$ cat src/rtl/mux41_rr.sv
// Four-channel valid/ready merger with round-robin arbitration and packet locking.
// One registered output beat tagged with its source channel in demux-select encoding.
module mux41_rr #(
    parameter int WIDTH = 4
) (
    input  logic             clk,
    input  logic             rst_n,
    input  logic [WIDTH-1:0] in1,
    input  logic [WIDTH-1:0] in2,
    input  logic [WIDTH-1:0] in3,
    input  logic [WIDTH-1:0] in4,
    input  logic             v1,
    input  logic             v2,
    input  logic             v3,
    input  logic             v4,
    input  logic             last1,
    input  logic             last2,
    input  logic             last3,
    input  logic             last4,
    output logic             r1,
    output logic             r2,
    output logic             r3,
    output logic             r4,
    output logic [WIDTH-1:0] out,
    output logic [1:0]       sel,
    output logic             out_last,
    output logic             out_valid,
    input  logic             out_ready,
    output logic [4:0]       o_dbg_state
);

    // Handshake: a beat moves on a channel or on the output only in a cycle
    // where its valid and ready are both high at the rising edge; a producer
    // holds data/last stable while valid is high and ready is low.

    logic [WIDTH-1:0] r_out;
    logic [1:0]       r_sel;
    logic             r_out_last;
    logic             r_out_valid;
    logic [1:0]       r_ptr;
    logic             r_lock;
    logic [1:0]       r_lock_ch;

    logic [WIDTH-1:0] w_data [4];
    logic [3:0]       w_valid;
    logic [3:0]       w_last;
    logic             w_load;
    logic             w_gnt_any;
    logic [1:0]       w_gnt_idx;
    logic [1:0]       w_scan;
    logic [3:0]       w_ready;
    logic             w_xfer;

    assign w_data[0] = in1;
    assign w_data[1] = in2;
    assign w_data[2] = in3;
    assign w_data[3] = in4;
    assign w_valid   = {v4, v3, v2, v1};
    assign w_last    = {last4, last3, last2, last1};

    assign w_load = !r_out_valid || out_ready;

    // While locked only the packet owner may be granted, even if it has gone idle.
    always_comb begin
        w_gnt_any = 1'b0;
        w_gnt_idx = 2'd0;
        w_scan    = 2'd0;
        if (r_lock) begin
            w_gnt_any = w_valid[r_lock_ch];
            w_gnt_idx = r_lock_ch;
        end else begin
            for (int i = 0; i < 4; i++) begin
                w_scan = r_ptr + 2'(i);
                if (!w_gnt_any && w_valid[w_scan]) begin
                    w_gnt_any = 1'b1;
                    w_gnt_idx = w_scan;
                end
            end
        end
    end

    assign w_xfer  = w_load && w_gnt_any;
    // Readies are held low while in reset so no upstream beat is consumed then.
    assign w_ready = (rst_n && w_xfer) ? (4'b0001 << w_gnt_idx) : 4'b0000;

    assign r1 = w_ready[0];
    assign r2 = w_ready[1];
    assign r3 = w_ready[2];
    assign r4 = w_ready[3];

    always_ff @(posedge clk or negedge rst_n) begin
        if (!rst_n) begin
            r_out       <= '0;
            r_sel       <= 2'd0;
            r_out_last  <= 1'b0;
            r_out_valid <= 1'b0;
            r_ptr       <= 2'd0;
            r_lock      <= 1'b0;
            r_lock_ch   <= 2'd0;
        end else if (w_xfer) begin
            r_out       <= w_data[w_gnt_idx];
            r_sel       <= w_gnt_idx;
            r_out_last  <= w_last[w_gnt_idx];
            r_out_valid <= 1'b1;
            if (w_last[w_gnt_idx]) begin
                r_lock <= 1'b0;
                r_ptr  <= w_gnt_idx + 2'd1;
            end else begin
                r_lock    <= 1'b1;
                r_lock_ch <= w_gnt_idx;
            end
        end else if (w_load) begin
            r_out_valid <= 1'b0;
        end
    end

    assign out         = r_out;
    assign sel         = r_sel;
    assign out_last    = r_out_last;
    assign out_valid   = r_out_valid;
    assign o_dbg_state = {r_lock, r_lock_ch, r_ptr};

endmodule

$ cat config.mk
export PLATFORM = sky130hd
export DESIGN_NAME = mux41_rr
export DESIGN_NICKNAME = d
export VERILOG_FILES = /design/src/rtl/mux41_rr.sv
export SDC_FILE = /design/constraint.sdc
export NUM_CORES = 1
export LEC_CHECK = 0
export CAP_MARGIN = 20
export CORE_UTILIZATION = 43
export DETAILED_ROUTE_END_ITERATION = 8
export PLACE_DENSITY_LB_ADDON = 0.3
export SKIP_LAST_GASP = 1
export SYNTH_ARGS = -nofsm -noshare
export SYNTH_HDL_FRONTEND = slang
export SYNTH_SLANG_ARGS = --single-unit
$ cat constraint.sdc
create_clock -name clk -period 4.9 [get_ports clk]
set_clock_uncertainty 0.1 [all_clocks]
set_input_delay 1.225 -clock clk [delete_from_list [all_inputs] [get_ports clk]]
set_output_delay 1.225 -clock clk [all_outputs]
set_load 0.01 [all_outputs]
==> results_dict.tcl <==
set metrics [dict create \
    via_per_inst 5.59 \
    portBuffers 43 \
    status "complete, no violations" \
    ys_top_cells_by_count "dfrtp_1, o21ai_0, nand2_1, mux2i_1" \
    grt_max_degree 14 \
    final_util_pct 73.7 \
    start_kind "input port" \
    drtIter0Drc 7 \
    hold_class "flip-flop to flip-flop" \
    die_width_um 48.5 \
    grt_pass1_wl_um 4160 \
    ys.flop_type "dfrtp_1" \
    crit_type "input port to primary output" \
    rows 16 \
    ioPinCount 44 \
    crit_chain "clkdlybuf4s50_1 > nor2_1 > o31a_1 > a311oi_4 > buf_4 > ha_1 > and3_1 > clkdlybuf4s50_1" \
    synthDistinctLibCells 31 \
    synth_seq_cells 13 \
    path_delay_family "buffers and inverters" \
    nNetsFinal 172 \
    path_clk_slew_ns 0.08 \
    yosysMostFrequentCell "dfrtp_1" \
    peakVddDrop_mv 0.350 \
    area_growth_pct 58.5 \
    combPwrFrac_pct 67.7 \
    vias 934 \
    dpl_worst_slack_ns 0.0258 \
    power_density_nw_per_um2 600 \
    root_buffer "clkbuf_4" \
    antenna_found_initial 0 \
    synth-async-reset-ratio_pct 100 \
    synthCells 89 \
    yosysSeqAreaShare_pct 34.9 \
    required_ns 3.58 \
    antenna_cells 0 \
    drcViolationCount 0 \
    tightest_slew_ns 0.509 \
    switchingPower_mw 0.367 \
    yosysTopAreaCellShare_pct 34.9 \
    finalHoldViolCount 0 \
    holdWs_ns 0.394 \
    synth_edf_count 0 \
    clock_latency_ns 0.28 \
    synth-warning-count 0 \
    finalSetupTns_ns 0 \
    track_usage_pct 22.5 \
    synth_top_area_cell "dfrtp_1" \
    final.setup.worst_slack_ns 0.0635 \
    start_util_pct 46.5 \
    cp_max_fo 6 \
    core-area_um2 2000 \
    syn_avg_cell_area_um2 10.5 \
    synth_area_um2 931 \
    synth.area.top_cells "dfrtp_1, mux2i_1, mux2_2, ha_1, o21ai_0" \
    dpl.hpwl_um 1870 \
    postRouteAntennaNets 0 \
    max-cap-violations 0 \
    crit_buf_inv 3 \
    setup.worst_path.end_class "primary output" \
    p_seq_share_pct 24.7 \
    hold_buffers 0 \
    cts_made_buffers 3 \
    fin_crit_ns 4.84 \
    p_leak_nw 0.632 \
    wl_per_cell_um 15.1 \
    cts.sink_count 13 \
    sw_frac_of_total_pct 41.4 \
    intPower_mw 0.519 \
    setup_violations 0 \
    cpMostUsedCell "clkdlybuf4s50_1" \
    cp_slowest_cell "clkdlybuf4s50_1" \
    dieArea_um2 2360 \
    cp.arrival_ns 3.51 \
    cts_max_level 1 \
    period_share_pct 98.7 \
    fmax_mhz 207 \
    relSlewSlack_pct 66.1 \
    die_h_um 48.5 \
    pwr-share-clk_pct 7.6 \
    cts_tree "built" \
    grt_pass1_vias 943 \
    slowest_delay_ns 0.58 \
    drive_gt1_share_pct 17.1 \
    wl_um 2520 \
    total_power_mw 0.885 \
    syn_nets 120 \
    drtPass1Iterations 4 \
    clockBufferDepth 2 \
    maxSlewViolCount 0 \
    gp_congestion 0.849 \
    overflow 0 \
]
repair_timing:
action,in CTS,in global routing
endpoints found under the setup margin,0,3
gates resized for setup,0,3
setup buffers,0,2
path summary, 6_finish.rpt:
kind / startpoint / endpoint / slack (ns) / cells past startpoint
worst min register to register: out_last / out_last / 0.39 / 1
worst max-delay path: v4 / r4 / 0.06 / 8
max in group asynchronous: rst_n / out_last / 3.22 / 2
min in group asynchronous: rst_n / out_valid / 1.06 / 1
worst max register to register: r_lock_ch[0] / r_ptr[1] / 2.24 / 6
worst min-delay path: out_last / out_last / 0.39 / 1
area by class of cell:
type / count / area (um^2)
clock buffer: 4 / 26.3
tap: 27 / 33.8
inverter: 3 / 11.3
multi-input combinational: 70 / 593
fill: 149 / 527
sequential: 13 / 325
timing repair buffer: 50 / 485
registers in the layout (all words and copies together), names as in the netlist:
| register | count |
|---|---|
| sel | 2 |
| out_last | 1 |
| r_ptr | 2 |
| r_lock | 1 |
| r_lock_ch | 2 |
| out_valid | 1 |
| out | 4 |
layer usage:
layer  vias to the layer above  track usage [%]  routed length [um]
met3                         6             3.46                 124
met4                         0             6.86                  47
met5                         -                0                   0
met1                       457             26.9                1000
li1                        435                -                   -
met2                        36             41.1                1350
placed cells by master (no fill, tap or decap), types with 2 or more instances in the layout:
| cell | netlist | final |
|---|---|---|
| clkbuf_4 | 0 | 3 |
| a22oi_1 | 4 | 4 |
| dfrtp_1 | 13 | 13 |
| nand2_1 | 7 | 7 |
| nand2b_1 | 3 | 3 |
| o21ai_0 | 9 | 9 |
| clkdlybuf4s50_1 | 0 | 42 |
| a21o_1 | 2 | 2 |
| a21oi_1 | 4 | 4 |
| and3_1 | 4 | 4 |
| mux2i_1 | 6 | 6 |
| mux2_2 | 5 | 5 |
| inv_1 | 2 | 2 |
| ha_1 | 4 | 4 |
| buf_4 | 2 | 7 |
| nor2_1 | 5 | 5 |
| nor2b_1 | 2 | 2 |
power groups by stage:
stage	combinational [mW]	clock, mW	sequential [mW]
CTS	0.574	0.0688	0.214
finish	0.600	0.0672	0.219
global route	0.648	0.0759	0.226
global placement	0.555	0	0.213
floorplan	0.327	0	0.229
detailed placement	0.572	0	0.215
per-stage QoR:
stage          instances  cell area [um^2]
2_1_floorplan         89               931
3_3_place_gp         161              1410
3_5_place_dp         161              1410
4_1_cts              165              1440
5_1_grt              167              1480
6_report             167              1480
cell families after synthesis:
family                     Yosys count  share of synthesized area (%)
buffers and inverters                6                           3.22
DFF                                 13                           34.9
AOI/OAI and AO/OA                   27                           24.1
adders and majority gates            4                           5.38
muxes                               14                           17.7
and+or+nand+nor                     25                           14.7
No activity file was read; power rests on OpenSTA's default activity.
==> edit 1, RTL diff (config.mk and constraints unchanged) <==
Make the reset (`rst_n`) synchronous in one clocked block.
--- a/src/rtl/mux41_rr.sv
+++ b/src/rtl/mux41_rr.sv
@@ -88,7 +88,7 @@
     assign r3 = w_ready[2];
     assign r4 = w_ready[3];
 
-    always_ff @(posedge clk or negedge rst_n) begin
+    always_ff @(posedge clk) begin
         if (!rst_n) begin
             r_out       <= '0;
             r_sel       <= 2'd0;
Check against the original RTL: differs if rst_n is asserted again (counterexample within 4 cycles, from zero or initial values and one cycle with rst_n low); with rst_n held inactive, the same outputs for 10 cycles.
==> edit 1 against the original RTL <==
Combinational power down 19%; area after synthesis up 19%; critical path type unchanged; largest power group unchanged; total power down 15%; routed wire length up 17%; sequential cell count unchanged; largest cell class unchanged; worst setup slack better by 41 ps; die area up 18%; via count up 23%; design area up 8.0%.
==> edit 1: results (changes against the original RTL) <==
Place
  • GPL Wtd Cong: 0.857 (was 0.849)
  • Area after DPL: 0.00153 mm2 (was 0.00141 mm2)
  • Pre-CTS WS: -8.72 ps (was 25.8 ps)
  • Final HPWL DP: 2350 um (was 1870 um)

Min path
  • Hold Path Stages: 2 (was 1)
  • Worst Hold Endpoint: out_last (unchanged)
  • HP Start: out_last (unchanged)

Critical path
  • FF-to-FF End: r_lock_ch[1] (was r_ptr[1])
  • R2R setup slack: 2560 ps (was 2240 ps)
  • Max FO, Critical Path: 9 (was 6)
  • R2r startpoint: r_lock (was r_lock_ch[0])
  • Reg2Reg Depth: 8 (was 6)
  • Delay of the slowest critical-path stage: 510 ps (was 580 ps)
  • CP max-delay cell: mux4_2 (was clkdlybuf4s50_1)
  • Critical path arrival: 3470 ps (was 3510 ps)

Status
  • Outcome: completed (unchanged)

Drt
  • Met3 routed wirelength: 189 um (was 124 um)
  • 1st-iter DRT viols: 19 (was 7)
  • WL met1: 1170 um (was 1000 um)
  • Met2 WL: 1520 um (was 1350 um)
  • Total Routed Length: 2970 um (was 2520 um)
  • Drt via density: 5.58 (was 5.59)

Yosys
  • Leading register cell type out of synthesis: dfxtp_1 (was dfrtp_1)
  • Syn nets: 159 (was 120)
  • Synth top cells by count: nand2_1 (17), dfxtp_1 (13), mux2i_1 (13), a21oi_1 (8) (was dfrtp_1 (13), o21ai_0 (9), nand2_1 (7), mux2i_1 (6))
  • Yosys cell types: 39 (was 31)
  • Post-synthesis sequential area ratio: 23.6% (was 34.9%)
  • Synth async-reset ratio: 0% (was 100%)
  • Ranking of synthesized cells by area: dfxtp_1 (24%), mux2i_1 (12%), nand2_1 (5.8%) (was dfrtp_1 (35%), mux2i_1 (6.5%), mux2_2 (6.0%))

Final layout
  • Fraction of layout cells with a size suffix above 1: 14.8% (was 17.1%)
  • Layout net count: 208 (was 172)

GRT
  • Largest net degree at the start of global routing: 18 (was 14)
  • First-pass GRT wire length: 4730 um (was 4160 um)
  • Global Route Usage Sum: 23.2% (was 22.5%)

STA
  • Slew headroom: 63.1% (was 66.1%)

Pwr
  • Peak VDD IR: 0.391 mV (was 0.350 mV)
  • Leak Pwr: 0.000676 uW (was 0.000632 uW)
## edit 1: area by class of cell
| type | instances | area share, % |
|---|---|---|
| multi-input combinational | 99 | 45.8 |
| timing repair buffer | 53 | 32.2 |
| sequential | 13 | 16.3 |
| tap | 30 | 2.36 |
| clock buffer | 4 | 1.65 |
| inverter | 7 | 1.65 |
## edit 1: per-stage QoR
stage / util (%) / TNS (ps) / cells / hold WS [ps]
after floorplan: - / 0 / 128 / 381
after detailed placement: 62.5 / -8.72 / 199 / 368
final: 64.9 / 0 / 206 / 385
after global placement: 62.5 / 0 / 199 / 351
after global routing: 64.9 / 0 / 206 / 397
after CTS: 64.2 / 0 / 205 / 382
## edit 1: per-layer routing
metal	vias up	track usage, %
met5	-	0
met4	0	9.65
met3	10	6.67
met2	60	41.1
met1	519	25.3
li1	560	-
## edit 1: repair_timing
item | CTS | global route
setup endpoints to repair | 1 | 4
endpoints found under the hold margin | 0 | 0
pin swaps | 0 | 1
resized for setup | 0 | 4
setup buffers | 2 | 1
## edit 1: worst max-delay path: cells and delay by family
| kind | cells | cell delay [ps] |
|---|---|---|
| simple gates | 2 | 390 |
| buf+inv | 2 | 980 |
| compound gates | 1 | 370 |
| mux | 1 | 510 |
## edit 1: power breakdown
group	internal, uW	total, uW	switching [uW]	leakage [uW]
clock network	31.6	68.7	37.1	0.0000150
registers	146	199	52.5	0.000107
logic	262	488	226	0.000554
total	440	755	316	0.000676
## edit 1: logic make-up after synthesis
kind of cell | Yosys count | share of synthesized area, %
AOI/OAI and AO/OA | 33 | 22.8
muxes | 18 | 17.9
buffers and inverters | 16 | 10.6
and+or+nand+nor | 44 | 20.6
DFF | 13 | 23.6
adders and majority gates | 4 | 4.53
## edit 1: worst max-delay path by stage
stage               startpoint  end  slack (ps)  depth (start not counted)
CTS                         v2   r3          50                          8
global placement            v1   r3         110                          9
finish                      v4   r2         100                          6
floorplan                   v2   r1         990                          7
detailed placement          v1   r3          -9                          9
global route                v4   r2          40                          6
==> edit 2, RTL diff (same flow settings) <==
Without the edit above. Set the parameter `WIDTH` to 3 (it was 4).
--- a/src/rtl/mux41_rr.sv
+++ b/src/rtl/mux41_rr.sv
@@ -1,7 +1,7 @@
 // Four-channel valid/ready merger with round-robin arbitration and packet locking.
 // One registered output beat tagged with its source channel in demux-select encoding.
 module mux41_rr #(
-    parameter int WIDTH = 4
+    parameter int WIDTH = 3
 ) (
     input  logic             clk,
     input  logic             rst_n,
Ports: changed (5 resized); port bits go from 44 to 39. No check against the original RTL was run, so the function may have changed too.
==> edit 2 against the original RTL <==
Area after synthesis decreased by 4.2%; design area decreased by 5.5%; total power decreased by 3.9%; worst setup slack got worse by 0.67 ps; non-clock buffer count decreased by 4; sequential power decreased by 10%; worst hold slack improved by 4.0 ps; via count decreased by 9.7%; routed wire length decreased by 14%; sequential cell count decreased by 1; die area decreased by 4.0%; clock power increased by 18%; critical endpoint is now r1.
==> edit 2: results (changes against the original RTL) <==
Critical path
  • CP max-delay cell: clkdlybuf4s50_1 (unchanged)
  • Reg2Reg Depth: 9 (was 6)
  • Critical path arrival: 3510 ps (about the same)
  • Delay of the slowest critical-path stage: 560 ps (was 580 ps)
  • R2r startpoint: r_ptr[1] (was r_lock_ch[0])
  • R2R setup slack: 2120 ps (was 2240 ps)
  • Crit-path leading delay family: buffers and inverters (unchanged)
  • FF-to-FF End: r_ptr[1] (unchanged)
  • Max FO, Critical Path: 6 (unchanged)

Min path
  • Worst Hold Endpoint: sel[0] (was out_last)
  • Worst hold path type: reg -> reg (unchanged)
  • Hold Path Stages: 1 (unchanged)
  • HP Start: sel[0] (was out_last)

Final layout
  • Max reg flops: 3 (was 4)
  • Fraction of layout cells with a size suffix above 1: 18.3% (was 17.1%)
  • Layout net count: 159 (was 172)
  • Ant. Diodes: 0 (unchanged)

GRT
  • Initial antenna violation count: 0 (unchanged)
  • Global Route Usage Sum: 21.9% (was 22.5%)
  • First-pass GRT wire length: 3440 um (was 4160 um)
  • Largest net degree at the start of global routing: 11 (was 14)
  • Vias in the first global route: 844 (was 943)

Pwr
  • Leak Pwr: 0.000632 uW (about the same)
  • Peak VDD IR: 0.362 mV (was 0.350 mV)
  • P_int: 523 uW (was 519 uW)

Place
  • Pre-CTS WS: -4.79 ps (was 25.8 ps)
  • Area after DPL: 0.00133 mm2 (was 0.00141 mm2)
  • IO Port Bufs: 38 (was 43)
  • GPL Wtd Cong: 0.755 (was 0.849)
  • Final HPWL DP: 1750 um (was 1870 um)

Yosys
  • Syn nets: 111 (was 120)
  • Ranking of synthesized cells by area: dfrtp_1 (34%), mux2i_1 (12%), mux2_2 (7.6%) (was dfrtp_1 (35%), mux2i_1 (6.5%), mux2_2 (6.0%))
  • Synth async-reset ratio: 100% (unchanged)
  • Ys Warns: 0 (unchanged)
  • Yosys cell types: 31 (unchanged)
  • Post-synthesis sequential area ratio: 33.7% (was 34.9%)
  • Synth top cells by count: dfrtp_1 (12), mux2i_1 (11), mux2_2 (6), inv_1 (5) (was dfrtp_1 (13), o21ai_0 (9), nand2_1 (7), mux2i_1 (6))

STA
  • Slew headroom: 72.4% (was 66.1%)

Drt
  • Total Routed Length: 2180 um (was 2520 um)
  • 1st-iter DRT viols: 10 (was 7)
  • Wire per inst: 13.8 um (was 15.1 um)
  • Drt via density: 5.34 (was 5.59)
  • DRT Pass-1 Iters: 4 (unchanged)

Clocking
  • Worst-Skew Late Latency: 270 ps
  • Maximum buffer depth of the clock tree: 2 (unchanged)
  • Root Driver: clkbuf_4 (unchanged)
  • H-tree depth: 1 (unchanged)
  • CTS Buf Count: 3 (unchanged)
  • Clk pin slew, worst setup/hold paths: 80 ps (about the same)

Status
  • Outcome: completed (unchanged)
edit 2: changes by cell type in the layout (fill, tap and decap cells not counted), sizes merged, moves of 2 or more:
cell | unedited run | this run
a22oi | 4 | 0
clkdlybuf4s50 | 42 | 36
inv | 2 | 5
mux2i | 6 | 11
nand2 | 7 | 5
nor2 | 5 | 3
o21ai | 9 | 6
o22a | 0 | 2
o31ai | 0 | 2
edit 2: cell families (layout without fill, tap and decap cells):
family / after synthesis / after routing / synth area share (%)
fa+ha+maj: 4 / 4 / 5.61
mux: 20 / 20 / 25.4
buf+inv: 8 / 55 / 3.93
flops: 12 / 12 / 33.7
simple gates: 20 / 20 / 13.2
compound gates: 20 / 20 / 18.2
edit 2: power by group through the flow:
stage / clock (uW) / sequential (uW) / combinational (uW)
after floorplan: 0 / 211 / 320
after global placement: 0 / 196 / 534
after detailed placement: 0 / 200 / 545
after CTS: 81.6 / 198 / 574
after global routing: 85.9 / 206 / 625
final: 79.2 / 197 / 574
edit 2: cell type report:
type | instances | area [um2]
fill | 165 | 568
multi-input combinational | 64 | 559
timing repair buffer | 46 | 445
sequential | 12 | 300
clock buffer | 4 | 36.3
tap | 27 | 33.8
inverter | 5 | 18.8
edit 2: through the flow:
step                      TNS [ps]  hold slack (ps)  cells
final                            0              398    158
after global routing         -11.6              416    158
after CTS                        0              406    158
after detailed placement     -4.79              388    151
after global placement           0              368    151
after floorplan                  0              429     84
edit 2: worst max-delay path by stage:
stage          start  endpoint  slack, ps  depth (start not counted)
3_3_place_gp      v3        r2         50                          8
5_1_grt           v3        r1        -10                          8
4_1_cts           v1        r1          8                          7
2_1_floorplan     v2        r1        950                          6
3_5_place_dp      v2        r1         -5                          8
6_report          v3        r1         60                          8
edit 2: timing repair:
action | in CTS | in global routing
pin swaps | 1 | 0
setup endpoints to repair | 1 | 4
hold buffers | 0 | 0
hold endpoints to repair | 0 | 0
setup buffers | 3 | 0
gates resized for setup | 0 | 3
edit 2: routing by layer:
layer	vias up	wire (um)	GRT usage [%]
li1	406	-	-
met2	31	1230	44.4
met3	2	112	6.04
met1	404	828	22.3
met5	-	0	0
met4	0	12	3.33
